## src/rtl/inst_fetch_unit_if.sv

```systemverilog
// Fetch-side bus bundle for inst_fetch_unit: ROM port, redirect request,
// decode handshake and the sticky error flag.
interface inst_fetch_unit_if #(
  parameter int ROM_AW = 5
);
  logic [ROM_AW-1:0] rom_addr;
  logic [31:0]       rom_inst;
  logic              redirect_valid;
  logic [31:0]       redirect_pc;
  logic              out_valid;
  logic              out_ready;
  logic [31:0]       out_pc;
  logic [31:0]       out_inst;
  logic              fetch_err;

  modport master (
    output rom_addr,
    input  rom_inst,
    input  redirect_valid,
    input  redirect_pc,
    output out_valid,
    input  out_ready,
    output out_pc,
    output out_inst,
    output fetch_err
  );

  modport slave (
    input  rom_addr,
    output rom_inst,
    output redirect_valid,
    output redirect_pc,
    input  out_valid,
    output out_ready,
    input  out_pc,
    input  out_inst,
    input  fetch_err
  );
endinterface

```

## src/rtl/inst_fetch_unit.sv

```systemverilog
// Instruction fetch stage: owns the fetch PC, reads the ROM and queues {pc, inst}
// pairs in a 2-entry buffer. Optional J predecode is enabled by FETCH_JPREDICT_EN.
module inst_fetch_unit #(
  parameter logic [31:0] PC_RESET = 32'h0000_0000,
  parameter int          ROM_AW   = 5
) (
  input  logic              clk,
  input  logic              rst,
  inst_fetch_unit_if.master bus
);

  logic [31:0] fpc_r;
  logic [31:0] mem_pc_r   [2];
  logic [31:0] mem_inst_r [2];
  logic [1:0]  count_r;
  logic        rd_ptr_r;
  logic        wr_ptr_r;
  logic        valid_r;
  logic        fetch_err_r;

  logic        pop_s;
  logic        push_s;
  logic        misaligned_s;
  logic [1:0]  count_next_s;
  logic [31:0] next_pc_s;
  logic [31:0] redirect_target_s;

`ifdef FETCH_JPREDICT_EN
  // J target keeps the top nibble of the J's own PC; JAL/JR/branches fall through.
  function automatic logic [31:0] predict_next_pc(input logic [31:0] pc,
                                                  input logic [31:0] inst);
    logic [31:0] result;
    if (inst[31:26] == 6'b000010) begin
      result = {pc[31:28], inst[25:0], 2'b00};
    end else begin
      result = pc + 32'd4;
    end
    return result;
  endfunction

  assign next_pc_s = predict_next_pc(fpc_r, bus.rom_inst);
`else
  assign next_pc_s = fpc_r + 32'd4;
`endif

  assign redirect_target_s = {bus.redirect_pc[31:2], 2'b00};
  assign misaligned_s      = (bus.redirect_pc[1:0] != 2'b00);

  // Handshake decode: a redirect suppresses the push but not a pop in the same cycle.
  always_comb begin
    pop_s        = 1'b0;
    push_s       = 1'b0;
    count_next_s = count_r;
    pop_s = valid_r & bus.out_ready;
    if (bus.redirect_valid) begin
      push_s       = 1'b0;
      count_next_s = 2'd0;
    end else begin
      push_s = (count_r != 2'd2) | pop_s;
      case ({push_s, pop_s})
        2'b10:   count_next_s = count_r + 2'd1;
        2'b01:   count_next_s = count_r - 2'd1;
        default: count_next_s = count_r;
      endcase
    end
  end

  // Fetch PC, occupancy, pointers and the sticky misalignment flag.
  always_ff @(posedge clk or posedge rst) begin
    if (rst) begin
      fpc_r       <= PC_RESET;
      count_r     <= 2'd0;
      valid_r     <= 1'b0;
      rd_ptr_r    <= 1'b0;
      wr_ptr_r    <= 1'b0;
      fetch_err_r <= 1'b0;
    end else begin
      count_r <= count_next_s;
      valid_r <= (count_next_s != 2'd0);
      if (bus.redirect_valid) begin
        fpc_r       <= redirect_target_s;
        rd_ptr_r    <= 1'b0;
        wr_ptr_r    <= 1'b0;
        fetch_err_r <= fetch_err_r | misaligned_s;
      end else begin
        if (push_s) begin
          fpc_r    <= next_pc_s;
          wr_ptr_r <= ~wr_ptr_r;
        end else begin
          fpc_r    <= fpc_r;
          wr_ptr_r <= wr_ptr_r;
        end
        if (pop_s) begin
          rd_ptr_r <= ~rd_ptr_r;
        end else begin
          rd_ptr_r <= rd_ptr_r;
        end
        fetch_err_r <= fetch_err_r;
      end
    end
  end

  // Buffer storage; cleared on reset so the head reads as zero before the first fetch.
  always_ff @(posedge clk or posedge rst) begin
    if (rst) begin
      mem_pc_r[0]   <= 32'h0000_0000;
      mem_pc_r[1]   <= 32'h0000_0000;
      mem_inst_r[0] <= 32'h0000_0000;
      mem_inst_r[1] <= 32'h0000_0000;
    end else if (push_s) begin
      mem_pc_r[wr_ptr_r]   <= fpc_r;
      mem_inst_r[wr_ptr_r] <= bus.rom_inst;
    end else begin
      mem_pc_r[wr_ptr_r]   <= mem_pc_r[wr_ptr_r];
      mem_inst_r[wr_ptr_r] <= mem_inst_r[wr_ptr_r];
    end
  end

  // Addresses past the ROM depth alias onto low words by truncation.
  assign bus.rom_addr  = fpc_r[ROM_AW+1:2];
  assign bus.out_valid = valid_r;
  assign bus.out_pc    = mem_pc_r[rd_ptr_r];
  assign bus.out_inst  = mem_inst_r[rd_ptr_r];
  assign bus.fetch_err = fetch_err_r;

endmodule

```

## src/flat_wrapper.sv

```systemverilog
// flat-port wrapper written by rule: the top's interface ports become plain ports
module inst_fetch_unit_flat 
#(
  parameter logic [31:0] PC_RESET = 32'h0000_0000,
  parameter int          ROM_AW   = 5
)
  (clk, rst, bus_rom_addr, bus_rom_inst, bus_redirect_valid, bus_redirect_pc, bus_out_valid, bus_out_ready, bus_out_pc, bus_out_inst, bus_fetch_err);
  inst_fetch_unit_if #(.ROM_AW(ROM_AW)) bus_i ();
  input  logic clk;
  input  logic rst;
  output wire logic [$bits(bus_i.rom_addr)-1:0] bus_rom_addr;
  input wire logic [$bits(bus_i.rom_inst)-1:0] bus_rom_inst;
  input wire logic [$bits(bus_i.redirect_valid)-1:0] bus_redirect_valid;
  input wire logic [$bits(bus_i.redirect_pc)-1:0] bus_redirect_pc;
  output wire logic [$bits(bus_i.out_valid)-1:0] bus_out_valid;
  input wire logic [$bits(bus_i.out_ready)-1:0] bus_out_ready;
  output wire logic [$bits(bus_i.out_pc)-1:0] bus_out_pc;
  output wire logic [$bits(bus_i.out_inst)-1:0] bus_out_inst;
  output wire logic [$bits(bus_i.fetch_err)-1:0] bus_fetch_err;
  assign bus_rom_addr = bus_i.rom_addr;
  assign bus_i.rom_inst = bus_rom_inst;
  assign bus_i.redirect_valid = bus_redirect_valid;
  assign bus_i.redirect_pc = bus_redirect_pc;
  assign bus_out_valid = bus_i.out_valid;
  assign bus_i.out_ready = bus_out_ready;
  assign bus_out_pc = bus_i.out_pc;
  assign bus_out_inst = bus_i.out_inst;
  assign bus_fetch_err = bus_i.fetch_err;
  inst_fetch_unit #(.PC_RESET(PC_RESET), .ROM_AW(ROM_AW)) u_core (.clk(clk), .rst(rst), .bus(bus_i));
endmodule
```

## config.mk

```make
export PLATFORM = sky130hd
export DESIGN_NAME = inst_fetch_unit_flat
export DESIGN_NICKNAME = d
export VERILOG_FILES = /design/src/rtl/inst_fetch_unit_if.sv /design/src/rtl/inst_fetch_unit.sv /design/src/flat_wrapper.sv
export SDC_FILE = /design/constraint.sdc
export NUM_CORES = 1
export LEC_CHECK = 0
export CAP_MARGIN = 20
export CORE_MARGIN = 2
export CORE_UTILIZATION = 57
export DETAILED_ROUTE_END_ITERATION = 10
export DONT_BUFFER_PORTS = 1
export PLACE_DENSITY_LB_ADDON = 0.1
export RECOVER_POWER = 50
export SLEW_MARGIN = 10
export SYNTH_ARGS = -nofsm -noshare
export SYNTH_HDL_FRONTEND = slang
export SYNTH_SLANG_ARGS = --single-unit
```

## constraint.sdc

```tcl
create_clock -name clk -period 5.6 [get_ports clk]
set_clock_uncertainty 0.15 [all_clocks]
set_input_delay 0.84 -clock clk [delete_from_list [all_inputs] [get_ports clk]]
set_output_delay 0.84 -clock clk [all_outputs]
set_load 0.05 [all_outputs]
```

======== After elaboration in Yosys (flattened, before gate mapping) ========
Index checks and enable logic that the tools add are counted.
W data, S select, Z words.
word-level totals
  bits in registers ....................... 166
  input bits .............................. 68
  logic and storage cells ................. 60
operators by class
  add/subtract/negate cells ............... 3
  order comparisons ....................... 3
  equal/unequal tests ..................... 3
  mux-type cells .......................... 29
  bitwise logic cells ..................... 7
  reduce and logical (&&, ||, !) cells .... 5
operators with widths
  operator                 number
  $mux W32                 15
  $bwmux W64               4
  $mux W64                 2
  $add A32 B3 Y32 const B  1
  $demux W32 S1            1
  $reduce_bool A2 Y1       4
  $mux W1                  5
  $ge A2 B2 Y1 const B     2
  $not A1 Y2               2
  $pmux W2 S2              1
  $add A2 B1 Y2 const B    1
  $eq A2 B1 Y1 const B     1
  $eq A2 B2 Y1 const B     1
  $lt A2 B1 Y1 const B     1
  $mux W2                  1
  $ne A2 B2 Y1 const B     1
  $not A1 Y1               2
  $or A1 B1 Y1             2
  $sub A2 B1 Y2 const B    1
  $and A1 B1 Y1            1
  $logic_and A1 B1 Y1      1

======== Logic depth before layout (Yosys ltp) ========
  depth after elaboration ................. 7
  mapped depth ............................ 8
  depth with buffers taken out ............ 6

======== Worst setup path before layout ========
OpenSTA, ideal clock, no wires.
  kind .................................... input port to flip-flop
  start ................................... input port bus_out_ready
  end ..................................... register u_core.mem_inst_r[22] (netlist bit)
  setup time .............................. 0.125 ns
  data arrival time ....................... 2.260 ns
  slack ................................... 3.065 ns
  cell stages on the path ................. 6
  cell sequence ........................... a21bo_2 -> buf_2 -> and3_1 -> clkbuf_1 -> clkbuf_1 -> mux2_2
between the ends
  word-level cells in the longest chain between the ends .. 4
ends and longest elaborated chain
  item                           line                    RTL
  start, declared                flat_wrapper.sv:16      input wire logic [$bits(bus_i.out_ready)-1:0] bus_out_ready;
  $and A1 B1 Y1                  inst_fetch_unit.sv:54   pop_s = valid_r & bus.out_ready;
  $or A1 B1 Y1                   inst_fetch_unit.sv:59   push_s = (count_r != 2'd2) | pop_s;
  $mux W1                        inst_fetch_unit.sv:55   if (bus.redirect_valid) begin
  $mux W64                       inst_fetch_unit.sv:110  end else if (push_s) begin
  end signal, assigned by index  inst_fetch_unit.sv:112  mem_inst_r[wr_ptr_r] <= bus.rom_inst;
  end signal, assigned by index  inst_fetch_unit.sv:115  mem_inst_r[wr_ptr_r] <= mem_inst_r[wr_ptr_r];
  end, declared                  inst_fetch_unit.sv:14   logic [31:0] mem_inst_r [2];
Every way passes these cells.
A chain may end at the register's enable or synchronous reset.

======== Final worst setup path ========
  start ................................... register u_core.rd_ptr_r
  end ..................................... output port bus_out_pc[30]
between the ends
  word-level cells in the longest chain between the ends .. 4
ends and longest elaborated chain
  item                                          line                    RTL
  start, declared                               inst_fetch_unit.sv:16   logic rd_ptr_r;
  start signal, assigned                        inst_fetch_unit.sv:94   rd_ptr_r <= ~rd_ptr_r;
  start signal, assigned                        inst_fetch_unit.sv:96   rd_ptr_r <= rd_ptr_r;
  $not A1 Y2 (not written as such)              inst_fetch_unit.sv:122  assign bus.out_pc = mem_pc_r[rd_ptr_r];
  $mux W32 (not written as such) (3 in series)  inst_fetch_unit.sv:122
  end, declared                                 flat_wrapper.sv:17      output wire logic [$bits(bus_i.out_pc)-1:0] bus_out_pc;
Every way passes these cells. The select of a mux whose other input is x is not followed.

==> flow_metrics.env <==
export IMPL_crit_type="reg2out"
export IMPL_ir_drop_v=0.0003690
export IMPL_violations="capacitance limit, slew limit"
export IMPL_synth_compound_area_share=0.04595
export IMPL_hp_class="in2reg"
export IMPL_p_per_area_nw_per_um2=665.4
export IMPL_grt_max_degree=123
export IMPL_io_buffer_count=0
export IMPL_yosysWarnings=0
export IMPL_setup_viol=0
export IMPL_rows=42
export IMPL_status="finished with violations"
export IMPL_ys_top_cells_by_area="dfrtp_1 54%, mux2_2 28%, clkbuf_1 1.3%"
export IMPL_end_kind="primary output"
export IMPL_synth_flop_cell="dfrtp_1"
export IMPL_slowest_stage="dfrtp_1"
export IMPL_crit_path_cell_trace="buf_4 -> mux2_2"
export IMPL_path_clk_slew_ps=60
export IMPL_cts_tree="yes"
export IMPL_synthSimpleGateAreaFrac=0.08579
export IMPL_coreArea_um2=13090
export IMPL_cts_sinks=164
export IMPL_pin_count=139
export IMPL_antenna_left=0
export IMPL_layout_setup_ws_ps=1444
export IMPL_synthXorXnorAreaFrac=0.01273
export IMPL_globalRouteOverflowTotal=0
export IMPL_synth_area_per_cell_um2=12.87
export IMPL_syn_cell_area_um2=7570
export IMPL_syn_to_final_growth_pct=9.934
export IMPL_die_w_um=119.2
export IMPL_ctsHoldBuffers=0
export IMPL_start_util=0.5785
export IMPL_fin_hold_ws_ps=326.7
export IMPL_path_max_fanout=43
export IMPL_synth_distinct_cells=43
export IMPL_track_usage=0.2255
export IMPL_routed_wl_mm=15.23
export IMPL_synthMuxAreaShare=0.2823
export IMPL_required_ps=4610
export IMPL_final_nets=645
export IMPL_die_area_um2=14220
export IMPL_vias_per_cell=6.026
export IMPL_drt_iter0_drc=198
export IMPL_ys_seq_area_frac=0.5421
export IMPL_drt_pass1_iter_count=4
export IMPL_async_reset_ff_frac=1.000
export IMPL_min_period_ps=4156
export IMPL_n_antenna_cell=0
export IMPL_synthCells=588
export IMPL_rsz0062_at_grt="no"
export IMPL_clock_latency_ps=430
export IMPL_critPathLaunchType="register"
export IMPL_drv_cap=3
export IMPL_finalHoldViolations=0
export IMPL_ys_seq_elements=164
export IMPL_leakagePower_nw=3.358
export IMPL_synth_top_family_by_area="multiplexers"
export IMPL_routabilityCongestion=0.7940
export IMPL_yosysTopAreaCellShare=0.5421
export IMPL_die_h_um=119.2
export IMPL_power_w=0.005537
export IMPL_antenna_found_initial=0
export IMPL_avgRoutedWirePerCell_um=19.93
export IMPL_max_stage_delay_ps=1640
export IMPL_max_freq_mhz=240.6
export IMPL_cts_htree_levels=4
export IMPL_grt_pass1_vias=4739
export IMPL_yosys_area_top_type="dfrtp_1"
export IMPL_synth_fp_nets=658
export IMPL_timing_worst_slew_pin_value_ps=2239
export IMPL_dp_hpwl_mm=10.02
export IMPL_slew_viol_final=182
export IMPL_cts_setup_buffers=0
export IMPL_drcViolationCount=0
export IMPL_finalSetupTns_ps=0
export IMPL_worstPathArrival_ps=3170
export IMPL_maxSlewHeadroom=-0.4930
export IMPL_cts_max_path_buffers=2
export IMPL_clockRootBuffer="clkbuf_16"
export IMPL_post_place_ws_ps=2469
export IMPL_routed_via_count=4604
export IMPL_numCtsBuffers=17
export IMPL_min_period_over_period=0.7422
export IMPL_synth_edf_count=0
export IMPL_ctsResizeCount=0
export IMPL_synthAdderAreaFrac=0.003306
export IMPL_final_layout_size_suffix_gt1_frac=0.3946
export IMPL_grt_pass1_wl_mm=24.90
==> synth_stat cells (all sizes together), types with 3 or more instances <==
master  count
a21oi       3
a31oi      11
and3        4
buf        12
clkbuf     27
dfrtp     164
inv         7
mux2      188
nand2      27
nand3      18
nand4      11
nor2       24
nor2b       6
nor3        4
o21ai      12
o31ai      10
or3         7
or4        13
xnor2       7
xor2        4
==> power breakdown <==
group | internal, W | switching [W] | total (W)
Clock | 0.000764 | 0.000460 | 0.00122
Sequential | 0.00167 | 0.000357 | 0.00203
Combinational | 0.000765 | 0.00152 | 0.00228
==> state kept, by name, summed over array words and instances (netlist names) <==
name / count
u_core.count_r: 2
u_core.bus.out_valid: 1
u_core.rd_ptr_r: 1
u_core.wr_ptr_r: 1
u_core.bus.fetch_err: 1
u_core.mem_inst_r: 64
u_core.mem_pc_r: 64
u_core.fpc_r: 30
==> per-stage QoR <==
step | area [um2] | instances | utilization
detailed placement | 7666 | 729 | 0.5859
floorplan | 7570 | 588 | -
CTS | 8307 | 761 | 0.6348
global route | 8322 | 764 | 0.6360
finish | 8322 | 764 | 0.6360
global placement | 7666 | 729 | 0.5859
==> layer usage <==
metal | GRT usage | up-vias | routed length, um
met5 | 0 | - | 0
met4 | 0.07589 | 0 | 204
met3 | 0.07375 | 15 | 926
met2 | 0.3624 | 111 | 7517
met1 | 0.2896 | 2353 | 6581
li1 | - | 2125 | -
==> cell type report <==
type	instances	area, um2
Inverter	8	31.28
Multi-Input combinational cell	377	3262
Sequential cell	164	4104
Fill cell	974	4763
Timing Repair Buffer	7	63.81
Clock buffer	22	494.2
Tap cell	176	220.2
Clock inverter	10	146.4
==> kinds of logic (layout without fill, tap and decap cells) <==
logic type,Yosys count,after routing
mux,190,190
flops,164,164
simple gates,123,123
compound gates,51,51
buf+inv,47,47
xor+xnor,11,11
fa+ha+maj,2,2
==> worst max-delay path: cells and delay by family, from the launching register on <==
family / cells / cell delay, ps
flip-flops: 1 / 1640
buffers and inverters: 1 / 540
multiplexers: 1 / 520
==> final timing paths <==
check	startpoint	endpoint	slack, ps	depth (start not counted)
min reg2reg	u_core.mem_pc_r[32]$_DFFE_PP0N_	u_core.mem_pc_r[32]$_DFFE_PP0N_	350	1
max	u_core.rd_ptr_r$_DFFE_PP0P_	bus_out_pc[30]	1440	2
max in group asynchronous	rst	u_core.mem_pc_r[2]$_DFFE_PP0P_	2180	2
max reg2reg	u_core.bus.out_valid$_DFF_PP0_	u_core.mem_pc_r[8]$_DFFE_PP0P_	2470	4
min	bus_redirect_valid	u_core.wr_ptr_r$_DFFE_PP0P_	330	1
min in group asynchronous	rst	u_core.mem_inst_r[53]$_DFFE_PP0N_	410	1
==> cell usage in the layout, fill, tap and decap left out, drive strengths merged, types with 2 or more instances in the layout <==
master,count
buf,4
o211ai,2
nand2,27
and3,4
o31ai,10
a31oi,11
nand3,18
o31a,2
dfrtp,164
a311o,2
a211o,2
xnor2,7
nand2b,2
nor2,24
a21oi,3
clkinvlp,2
nor4,2
mux2i,2
clkinv,7
inv,6
or4,13
a22oi,2
o311ai,2
or3,7
bufinv,3
nor3,4
or2,2
mux2,188
nand4,11
nor2b,6
ha,2
o21ai,12
clkbuf,25
xor2,4
Note: power is estimated with default switching activity, not from simulation.
